==> src/rtl/seg_scan_decoder.sv <==
// Loopback monitor for a multiplexed active-low seven-segment bus: recovers the
// BCD value shown on each digit once its anode/cathode pair has settled.
module seg_scan_decoder #(
  parameter int N_DIGITS      = 8,
  parameter int STABLE_CYCLES = 16,
  parameter int STALE_CYCLES  = 1048576
) (
  input  logic                  clk,
  input  logic                  rst_n,
  input  logic [N_DIGITS-1:0]   an_n,
  input  logic [6:0]            seg_n,
  input  logic                  clear,
  output logic [4*N_DIGITS-1:0] digits,
  output logic [N_DIGITS-1:0]   digit_valid,
  output logic [N_DIGITS-1:0]   digit_err,
  output logic                  frame_done
);

  localparam int CW = $clog2(STABLE_CYCLES + 1);
  localparam int WW = $clog2(STALE_CYCLES + 1);
  localparam int IW = (N_DIGITS > 1) ? $clog2(N_DIGITS) : 1;
  localparam logic [N_DIGITS-1:0] ONE = N_DIGITS'(1);

  typedef enum logic [1:0] {S_IDLE, S_SETTLE, S_CAPTURED} state_t;

  logic [N_DIGITS-1:0] r_an_m, r_an_s, r_an_p;
  logic [6:0]          r_seg_m, r_seg_s, r_seg_p;
  logic [CW-1:0]       r_cnt;
  logic [WW-1:0]       r_wd;
  logic [N_DIGITS-1:0] r_seen;
  logic [N_DIGITS-1:0] r_valid;
  logic [N_DIGITS-1:0] r_err;
  logic [3:0]          r_dig [N_DIGITS];
  logic                r_frame_done;
  state_t              r_state, w_state_next;

  logic [N_DIGITS-1:0] w_an_lo;
  logic                w_onehot;
  logic                w_same;
  logic                w_settled;
  logic                w_capture;
  logic [IW-1:0]       w_idx;
  logic [3:0]          w_val;
  logic                w_bad;
  logic [N_DIGITS-1:0] w_cap_mask;
  logic [N_DIGITS-1:0] w_seen_next;
  logic                w_frame;
  logic                w_stale;

  always_ff @(posedge clk or negedge rst_n) begin
    if (!rst_n) begin
      r_an_m  <= '1;
      r_an_s  <= '1;
      r_an_p  <= '1;
      r_seg_m <= '1;
      r_seg_s <= '1;
      r_seg_p <= '1;
    end else begin
      r_an_m  <= an_n;
      r_an_s  <= r_an_m;
      r_an_p  <= r_an_s;
      r_seg_m <= seg_n;
      r_seg_s <= r_seg_m;
      r_seg_p <= r_seg_s;
    end
  end

  assign w_an_lo  = ~r_an_s;
  assign w_onehot = (w_an_lo != '0) && ((w_an_lo & (w_an_lo - ONE)) == '0);
  assign w_same   = (r_an_s == r_an_p) && (r_seg_s == r_seg_p);

  // Any segment or anode movement restarts the count, so ghosting never captures.
  always_ff @(posedge clk or negedge rst_n) begin
    if (!rst_n) begin
      r_cnt <= '0;
    end else if (!w_same || !w_onehot) begin
      r_cnt <= '0;
    end else if (r_cnt != CW'(STABLE_CYCLES)) begin
      r_cnt <= r_cnt + CW'(1);
    end
  end

  assign w_settled = w_onehot && w_same && (r_cnt == CW'(STABLE_CYCLES - 1));

  always_ff @(posedge clk or negedge rst_n) begin
    if (!rst_n) begin
      r_state <= S_IDLE;
    end else begin
      r_state <= w_state_next;
    end
  end

  always_comb begin
    w_state_next = r_state;
    if (clear) begin
      w_state_next = S_IDLE;
    end else begin
      case (r_state)
        S_IDLE: begin
          if (w_onehot) w_state_next = S_SETTLE;
        end
        S_SETTLE: begin
          if (!w_onehot)     w_state_next = S_IDLE;
          else if (w_settled) w_state_next = S_CAPTURED;
        end
        S_CAPTURED: begin
          if (!w_onehot)   w_state_next = S_IDLE;
          else if (!w_same) w_state_next = S_SETTLE;
        end
        default: w_state_next = S_IDLE;
      endcase
    end
  end

  always_comb begin
    w_capture = (r_state == S_SETTLE) && w_settled && !clear;
  end

  always_comb begin
    w_idx = '0;
    for (int i = 0; i < N_DIGITS; i++) begin
      if (!r_an_s[i]) w_idx = IW'(i);
    end
  end

  always_comb begin
    w_bad = 1'b0;
    case (r_seg_s)
      7'b1000000: w_val = 4'd0;
      7'b1111001: w_val = 4'd1;
      7'b0100100: w_val = 4'd2;
      7'b0110000: w_val = 4'd3;
      7'b0011001: w_val = 4'd4;
      7'b0010010: w_val = 4'd5;
      7'b0000010: w_val = 4'd6;
      7'b1111000: w_val = 4'd7;
      7'b0000000: w_val = 4'd8;
      7'b0010000: w_val = 4'd9;
      7'b1111111: w_val = 4'hF;
      default: begin
        w_val = 4'hF;
        w_bad = 1'b1;
      end
    endcase
  end

  assign w_cap_mask  = w_capture ? (ONE << w_idx) : '0;
  assign w_seen_next = r_seen | w_cap_mask;
  assign w_frame     = !clear && (&w_seen_next);
  assign w_stale     = !clear && !w_frame && (r_wd == WW'(STALE_CYCLES - 1));

  always_ff @(posedge clk or negedge rst_n) begin
    if (!rst_n) begin
      r_wd         <= '0;
      r_frame_done <= 1'b0;
    end else begin
      r_frame_done <= w_frame;
      if (clear || w_frame || w_stale) begin
        r_wd <= '0;
      end else if (r_wd != WW'(STALE_CYCLES)) begin
        r_wd <= r_wd + WW'(1);
      end
    end
  end

  genvar gi;
  generate
    for (gi = 0; gi < N_DIGITS; gi++) begin : g_digit
      always_ff @(posedge clk or negedge rst_n) begin
        if (!rst_n) begin
          r_dig[gi]   <= 4'hF;
          r_valid[gi] <= 1'b0;
          r_err[gi]   <= 1'b0;
          r_seen[gi]  <= 1'b0;
        end else if (clear) begin
          r_dig[gi]   <= 4'hF;
          r_valid[gi] <= 1'b0;
          r_err[gi]   <= 1'b0;
          r_seen[gi]  <= 1'b0;
        end else begin
          if (w_cap_mask[gi]) begin
            r_dig[gi] <= w_val;
            if (w_bad) r_err[gi] <= 1'b1;
          end
          r_valid[gi] <= w_cap_mask[gi] | (r_valid[gi] & ~w_stale);
          r_seen[gi]  <= (w_frame || w_stale) ? 1'b0 : w_seen_next[gi];
        end
      end
      assign digits[4*gi +: 4] = r_dig[gi];
    end
  endgenerate

  assign digit_valid = r_valid;
  assign digit_err   = r_err;
  assign frame_done  = r_frame_done;

endmodule

==> config.mk <==
export PLATFORM = sky130hd
export DESIGN_NAME = seg_scan_decoder
export DESIGN_NICKNAME = d
export VERILOG_FILES = /design/src/rtl/seg_scan_decoder.sv
export SDC_FILE = /design/constraint.sdc
export NUM_CORES = 1
export LEC_CHECK = 0
export ABC_AREA = 1
export BUFFER_PORTS_ARGS = -buffer_cell sky130_fd_sc_hd__clkbuf_2
export CORE_UTILIZATION = 45
export CTS_BUF_LIST = sky130_fd_sc_hd__clkbuf_8
export CTS_CLUSTER_DIAMETER = 40
export DETAILED_ROUTE_END_ITERATION = 8
export SLEW_MARGIN = 20
export SYNTH_ARGS = -nofsm -noshare
export SYNTH_HDL_FRONTEND = slang
export SYNTH_SLANG_ARGS = --single-unit
==> constraint.sdc <==
create_clock -name clk -period 5.85 [get_ports clk]
set_input_delay 0.585 -clock clk [delete_from_list [all_inputs] [get_ports clk]]
set_output_delay 0.585 -clock clk [all_outputs]
set_load 0.01 [all_outputs]
Word-level counts from Yosys, hierarchy flattened. Cells that the tools add are included.

Output and inout bits: 49. Input bits: 18. Flip-flop bits (word level): 130.

Mux-type cells: 77. $add $sub $neg: 3. Bitwise logic cells: 20. Reductions and logical operators: 42. Shift-type cells: 1. Eq/ne operators: 22.

Operators with widths (count): 4-bit 2-to-1 mux (16); 1-bit 2-to-1 mux (42); 21-bit 2-to-1 mux (2); 4-bit one-hot mux with 10 select lines (1); 7-bit equality test, second input constant (4); 21-bit by 1-bit adder with 21-bit output, second input constant (1); 21-bit by 20-bit equality test with 1-bit output, second input constant (1); 7-bit by 5-bit equality test with 1-bit output, second input constant (3); 21-bit inequality test, second input constant (1); 2-bit nonzero test (10); 3-bit 2-to-1 mux (6); 2-bit AND reduction (8); 7-bit by 6-bit equality test with 1-bit output, second input constant (2); 2-bit 2-to-1 mux (6); 11-bit OR reduction (1); 5-bit 2-to-1 mux (2); 1-bit logical AND (9); 1-bit AND (8); 8-bit AND (1); 8-bit equality test (1); 8-bit zero test (1); 8-bit 2-to-1 mux (1); 4-bit inequality test, second input constant (2); 8-bit inverter (1); other kinds (22) (35).

Depth between registers and ports, before layout. Gate-level depths: netlist of run 1.

Word-level depth: 20. Depth in mapped cells: 19. Gate-level depth less buffers: 16.

Worst setup path after synthesis of run 1. Ideal clock, no wire load.

Path kind: register to register. From: reg r_an_s[5]. To: reg r_wd[12]. Data required time: 5.722 ns. Path slack: 3.534 ns. Library setup time: 0.128 ns. Stages on the path, launching flop included: 20. Arrival: 2.188 ns. Cells stage by stage: dfstp_2 -> buf_4 -> nand2_1 -> nor2_1 -> nand2_1 -> nand2_1 -> nand2_1 -> inv_2 -> nand2_2 -> nor2_2 -> buf_6 -> nand4_1 -> nand2_1 -> nand2_1 -> nor2_2 -> nand2_2 -> nand3b_4 -> buf_8 -> buf_12 -> nor2_4.

Cells in the longest elaborated chain, start to end: 18. Elaborated cells on any way between the ends: 27.

RTL lines: from (decl) (RTL line 26) `logic [N_DIGITS-1:0] r_an_m, r_an_s, r_an_p;`; from (signal assigned) (RTL line 60) `r_an_s <= r_an_m;`; 8-bit inverter (RTL line 68) `assign w_an_lo = ~r_an_s;`; 8-bit by 1-bit subtractor with 8-bit output (RTL line 69) `assign w_onehot = (w_an_lo != '0) && ((w_an_lo & (w_an_lo - ONE)) == '0);`; 8-bit AND (RTL line 69); 8-bit zero test (RTL line 69); 1-bit logical AND (RTL line 69); 1-bit logical AND (2 in a row) (RTL line 83) `assign w_settled = w_onehot && w_same && (r_cnt == CW'(STABLE_CYCLES - 1));`; 1-bit logical AND (2 in a row) (RTL line 116) `w_capture = (r_state == S_SETTLE) && w_settled && !clear;`; 8-bit 2-to-1 mux (*) (RTL line 147) `assign w_cap_mask = w_capture ? (ONE << w_idx) : '0;`; 8-bit OR (*) (RTL line 148) `assign w_seen_next = r_seen | w_cap_mask;`; 8-bit AND reduction (*) (RTL line 149) `assign w_frame = !clear && (&w_seen_next);`; 1-bit logical AND (*) (RTL line 149); 1-bit zero test (RTL line 150) `assign w_stale = !clear && !w_frame && (r_wd == WW'(STALE_CYCLES - 1));`; 1-bit logical AND (2 in a row) (RTL line 150); 1-bit logical OR (*) (RTL line 158) `if (clear || w_frame || w_stale) begin`; 21-bit 2-to-1 mux / 2-bit nonzero test (equally long branches); to (signal assigned) (RTL line 161) `r_wd <= r_wd + WW'(1);`; to (decl) (RTL line 29) `logic [WW-1:0] r_wd;`.

Mark *: on every way between the ends. The rest lies on a longest branch, timed or not. A chain may end at the register's enable or synchronous reset.

Worst setup path after layout of run 1.
From: reg r_an_s[3]. To: reg r_wd[2].

The elaborated chain is that of the path after synthesis.

==> results.json, run 1 <==
{
  "die_width_um": 115,
  "power_switching_mw": 0.492,
  "slew_viol_final": 0,
  "cts_tree": "built",
  "antenna_found_initial": 0,
  "syn_area_um2": 5740,
  "crit-reg2reg-launch": "r_an_s[3]$_DFF_PN1_",
  "ant_nets": 0,
  "grt.overflow.total": 0,
  "syn_nets": 650,
  "fin_skew_ps": 12.3,
  "synth_top_area_cell": "dfstp_2",
  "setup_viol_count_final": 0,
  "yosysTopAreaCellShare_pct": 35.3,
  "dp.cells": 852,
  "layout.cells.non_filler": 884,
  "initial_core_util_pct": 47.0,
  "pwr_density_cell_nw_per_um2": 289,
  "hold_class": "in -> reg",
  "netlist_top_cells_area": "dfstp_2 (35%), dfrtp_1 (23%), nand2_1 (9.2%), inv_1 (5.3%), nor2_1 (5.2%)",
  "hp-start": "seg_n[5]",
  "start_kind": "register",
  "layout_commonest_cell": "nand2_1",
  "rsz0062_at_grt": "false",
  "crit_path_end_kind": "register",
  "ys_types": 36,
  "setup_tns_ps": 0,
  "crit_start": "r_an_s[3]$_DFF_PN1_",
  "grt_max_degree": 67,
  "drt_wl_total_um": 11600,
  "routedWlPerCell_um": 13.2,
  "drc_errors": 0,
  "synthToLayoutAreaGrowth_pct": 16.0,
  "clock-sinks": 130,
  "first_pass_iters": 5,
  "outcome": "completed",
  "clk_path_buf_depth": 2,
  "cap_violations": 0,
  "layout_common_cells": "nand2_1 (140), inv_1 (81), nor2_1 (79), dfstp_2 (77), clkbuf_2 (65)",
  "p_sw_share_pct": 25.6,
  "crit_top_cell": "nand2_2",
  "post-cts-setup-buffer-count": 0,
  "grt_pass1_vias": 4192,
  "worstPathRequired_ps": 6150,
  "die_height_um": 115,
  "power.leakage_nw": 3.08,
  "rr_worst_depth": 13,
  "dieArea_um2": 13200,
  "insertedDiodeCount": 0,
  "root_buffer": "clkbuf_8",
  "grt_pass1_wl_um": 19900,
  "min_period_over_period_pct": 50.8,
  "fin_nets": 726,
  "finalCriticalPeriod_ps": 2970,
  "vias_per_cell": 4.92,
  "ios": 67,
  "clkLatencyLatePin_ps": 440,
  "worstSetupPathType": "reg -> reg",
  "p_clk_share_pct": 42.5,
  "yosysSeqAreaShare_pct": 58.4,
  "io_buffers": 66,
  "h-tree-depth": 4,
  "ys_ff_latch": 130,
  "path_cells": "nand2_2 > nor2_2 > o21ai_0 > nor2_1 > nand2_2 > nor2_2 > nand4_1 > nand2_1 > nand2_1 > nor2_1 > nand2_2 > nand3b_4 > nor3b_1",
  "globalplace.congestion": 0.825,
  "max-slew-margin-rel_pct": 46.4,
  "fmax_mhz": 336,
  "dpl.hpwl_um": 8010,
  "dpl_cell_area_um2": 6220,
  "cts_buffers": 17,
  "final_util_pct": 54.5,
  "drive_gt1_share_pct": 28.2,
  "peakVddDrop_mv": 0.166,
  "cts.repair.resized": 0,
  "finalPower_mw": 1.92,
  "slowest_stage": "dfstp_2",
  "combPwrFrac_pct": 6.7,
  "hold_viol": 0,
  "cts_hold_buf": 0,
  "drtIter0Drc": 198,
  "seqPwrFrac_pct": 50.8,
  "cp_data_arrival_time_ps": 3270,
  "ys_warn_count": 0,
  "syn-mean-instance-area_um2": 9.15,
  "rows": 40,
  "clkTransAtPathRegs_ps": 80,
  "coreArea_um2": 12200,
  "track_usage_pct": 19.6,
  "cp_max_fo": 29,
  "max_stage_delay_ps": 590,
  "worst_pin_slew_ps": 804,
  "num_vias": 4352,
  "holdPathStages": 1,
  "p_int_mw": 1.43,
  "fin_area_um2": 6660,
  "synthCells": 627
}
-- routing by layer --
metal | track usage, % | part of all wire, % | up-vias
met5 | 0 | 0 | -
met1 | 26.3 | 46 | 2079
met2 | 30.0 | 46 | 109
met3 | 6.43 | 6.3 | 13
met4 | 6.84 | 1.2 | 0
li1 | - | - | 2151
-- per-stage QoR --
step / hold slack (ps) / worst slack (ps)
floorplan: 289 / 3530
global placement: 346 / 2710
detailed placement: 347 / 2900
CTS: 187 / 2880
global route: 189 / 2530
finish: 221 / 2880
-- path summary, 6_finish.rpt --
path	endpoint	slack, ps
worst max-delay path	r_wd[2]$_DFFE_PN0P_	2880
worst min-delay path	r_seg_m[5]$_DFF_PN1_	220
worst max register to register	r_wd[2]$_DFFE_PN0P_	2880
worst min register to register	r_an_s[3]$_DFF_PN1_	350
max in group asynchronous	digit_valid[6]$_DFF_PN0_	4330
min in group asynchronous	r_state[1]$_DFFE_PN0P_	240
-- critical path: cells and delay by family, from the launching register on --
family	cells	cell delay, ps
DFF	1	590
and+or+nand+nor	12	2150
AOI/OAI and AO/OA	1	90
-- registers in the layout, summed over array words and instances (netlist names) --
name	cells
r_an_s	8
r_an_m	8
r_an_p	8
r_seg_p	7
r_seg_s	7
r_seg_m	7
r_wd	21
r_state	2
digit_valid	8
digit_err	8
r_cnt	5
r_seen	8
frame_done	1
digits	32
-- cells by family (layout without fill, tap and decap cells) --
kind of cell             count (synthesis)  count (layout)  synth area share [%]
flip-flops                             130             130                  58.4
AO/OA/AOI/OAI                           75              75                  6.93
AND/OR/NAND/NOR                        306             306                  24.2
XOR/XNOR                                16              16                  2.44
adder cells (fa/ha/maj)                  5               5                  1.09
buffers and inverters                   95             184                  7.00
-- layout make-up --
| class | count | area, um^2 |
|---|---|---|
| clock buffer | 17 | 234 |
| sequential | 130 | 3350 |
| multi-input combinational | 402 | 2000 |
| clock inverter | 15 | 196 |
| tap | 168 | 210 |
| inverter | 83 | 312 |
| fill | 1130 | 5560 |
| timing repair buffer | 69 | 355 |
-- power groups by stage --
| stage | Clock, mW | Combinational [mW] | Sequential (mW) |
|---|---|---|---|
| floorplan | 0 | 0.0746 | 0.993 |
| global placement | 0 | 0.129 | 0.991 |
| detailed placement | 0 | 0.132 | 0.992 |
| CTS | 0.841 | 0.132 | 0.977 |
| global route | 0.878 | 0.149 | 0.982 |
| finish | 0.816 | 0.129 | 0.977 |
-- Yosys cell counts (all sizes together) --
cell and n:
nand3 24, ha 5, xor2 13, clkbuf 5, nand2 144, clkinv 1
o22ai 1, o2111ai 1, a31oi 9, xnor2 3, inv 82, nand4 14
dfrtp 53, o21ai 12, nor3b 3, and3 1, nor4 4, o31ai 1
o41ai 1, nor2 93, nand3b 1, a21oi 50, buf 7, dfstp 77
nor3 22
Power figures use the tool's default switching activity.
==> run 2: changes to the inputs <==
clock period = 3 ns   (was 5.85 ns; I/O delays follow)
==> run 2 against run 1 <==
Effect of this change: non-clock buffer count up 29; final area increased by 3.9%; maximum frequency rose by 10%; wire length is 1.3% higher; hold slack improved by 130 ps; final cell count increased by 3.3%; clock skew hardly changed; flip-flop and latch count unchanged; sequential power up 94%; critical endpoint is now r_wd[6]$_DFFE_PN0P_; largest cell class unchanged.
==> results.json, run 2 (synthesis gave the netlist of run 1 again) <==
{
  "fmax_mhz": 372,
  "num_vias": 4432,
  "worstSetupPathType": "reg -> reg",
  "cap_violations": 0,
  "r2r-end": "r_wd[6]$_DFFE_PN0P_",
  "h-tree-depth": 4,
  "crit-reg2reg-launch": "r_an_s[3]$_DFF_PN1_",
  "max-slew-margin-rel_pct": 48.5,
  "fin_nets": 755,
  "first_pass_iters": 5,
  "path_cells": "nand2_2 > nor2_2 > o21ai_0 > nor2_1 > nand2_2 > nor2_2 > nand4_2 > nand2_1 > nand2_1 > nor2_1 > nand2_2 > nand3b_4 > buf_4 > nor3b_1",
  "cts_tree": "built",
  "synthToLayoutAreaGrowth_pct": 20.4,
  "globalplace.congestion": 0.845,
  "root_buffer": "clkbuf_8",
  "layout_commonest_cell": "nand2_1",
  "grt.overflow.total": 0,
  "cp_max_fo": 15,
  "p_clk_share_pct": 41.4,
  "dpl.hpwl_um": 8200,
  "dpl_cell_area_um2": 6320,
  "track_usage_pct": 19.9,
  "seqPwrFrac_pct": 51.1,
  "holdPathStages": 0,
  "layout_common_cells": "nand2_1 (140), inv_1 (83), nor2_1 (79), dfstp_2 (77), clkbuf_2 (65)",
  "p_int_mw": 2.82,
  "io_buffers": 66,
  "setup_viol_count_final": 0,
  "min_period_over_period_pct": 89.7,
  "fin_skew_ps": 12.7,
  "max_stage_delay_ps": 580,
  "worstPathRequired_ps": 3310,
  "combPwrFrac_pct": 7.4,
  "die_height_um": 115,
  "insertedDiodeCount": 0,
  "dp.cells": 865,
  "hold_class": "reg -> reg",
  "start_kind": "register",
  "peakVddDrop_mv": 0.374,
  "p_sw_share_pct": 24.2,
  "setup_tns_ps": 0,
  "worst_pin_slew_ps": 772,
  "cts_hold_buf": 16,
  "largest_register_ffs": 32,
  "initial_core_util_pct": 47.0,
  "routedWlPerCell_um": 12.9,
  "finalCriticalPeriod_ps": 2690,
  "rsz0062_at_grt": "false",
  "setup_slack_ps": 308,
  "clkLatencyLatePin_ps": 440,
  "ant_nets": 0,
  "timing.critical_path.to": "r_wd[6]$_DFFE_PN0P_",
  "vias_per_cell": 4.85,
  "fin_area_um2": 6910,
  "dieArea_um2": 13200,
  "crit_top_cell": "nand2_2",
  "grt_max_degree": 60,
  "ios": 67,
  "drive_gt1_share_pct": 28.5,
  "rr_worst_depth": 14,
  "holdWs_ps": 356,
  "post-cts-setup-buffer-count": 0,
  "crit_path_end_kind": "register",
  "clock-sinks": 130,
  "slowest_stage": "dfstp_2",
  "pwr_density_cell_nw_per_um2": 539,
  "cp_data_arrival_time_ps": 3000,
  "finalPower_mw": 3.72,
  "r2r_slack_ps": 310,
  "drt_wl_total_um": 11800,
  "clkTransAtPathRegs_ps": 70,
  "outcome": "completed",
  "antenna_found_initial": 0,
  "drc_errors": 0,
  "cts_buffers": 17,
  "dp_slack_ps": 282,
  "layout.cells.non_filler": 913,
  "die_width_um": 115,
  "crit_start": "r_an_s[3]$_DFF_PN1_",
  "grt_pass1_wl_um": 20000,
  "hold_viol": 0,
  "power.leakage_nw": 3.22,
  "rows": 40,
  "grt_pass1_vias": 4282,
  "final_util_pct": 56.6,
  "clk_path_buf_depth": 2,
  "power_switching_mw": 0.901,
  "slew_viol_final": 0,
  "drtIter0Drc": 226,
  "coreArea_um2": 12200,
  "cts.repair.resized": 0
}
[run 2: power by group through the flow]
stage	sequential [mW]	clock, mW	combinational, mW
floorplan	1.94	0	0.145
global placement	1.93	0	0.260
detailed placement	1.93	0	0.264
CTS	1.91	1.59	0.281
global route	1.91	1.66	0.316
finish	1.90	1.54	0.276
[run 2: worst min path at each step]
stage / from / endpoint / slack (ps)
2_1_floorplan: rst_n / digit_err[0]$_DFFE_PN0P_ / 4
3_3_place_gp: r_seg_m[5]$_DFF_PN1_ / r_seg_s[5]$_DFF_PN1_ / 350
3_5_place_dp: r_seg_m[2]$_DFF_PN1_ / r_seg_s[2]$_DFF_PN1_ / 350
4_1_cts: r_an_m[0]$_DFF_PN1_ / r_an_s[0]$_DFF_PN1_ / 360
5_1_grt: r_an_m[4]$_DFF_PN1_ / r_an_s[4]$_DFF_PN1_ / 360
6_report: r_seg_m[4]$_DFF_PN1_ / r_seg_s[4]$_DFF_PN1_ / 360
[run 2: per-layer routing]
metal | vias up | share of wire, % | track usage, % | wire length, um
met5 | - | 0 | 0 | 0
met4 | 0 | 1.1 | 7.10 | 129
met3 | 13 | 6.5 | 8.07 | 768
met2 | 105 | 46 | 31.0 | 5460
met1 | 2110 | 46 | 25.2 | 5430
li1 | 2204 | - | - | -
[run 2: worst max-delay path: cells and delay by family (launching register included)]
kind / cells / cell delay, ps
buf+inv: 1 / 280
compound gates: 1 / 90
flops: 1 / 580
simple gates: 12 / 1590
[run 2: layout make-up]
type                       instances  area [um^2]
timing repair buffer              98          626
multi-input combinational        402         1990
clock inverter                    13          160
clock buffer                      19          262
sequential                       130         3350
fill                            1109         5300
inverter                          83          312
tap                              168          210
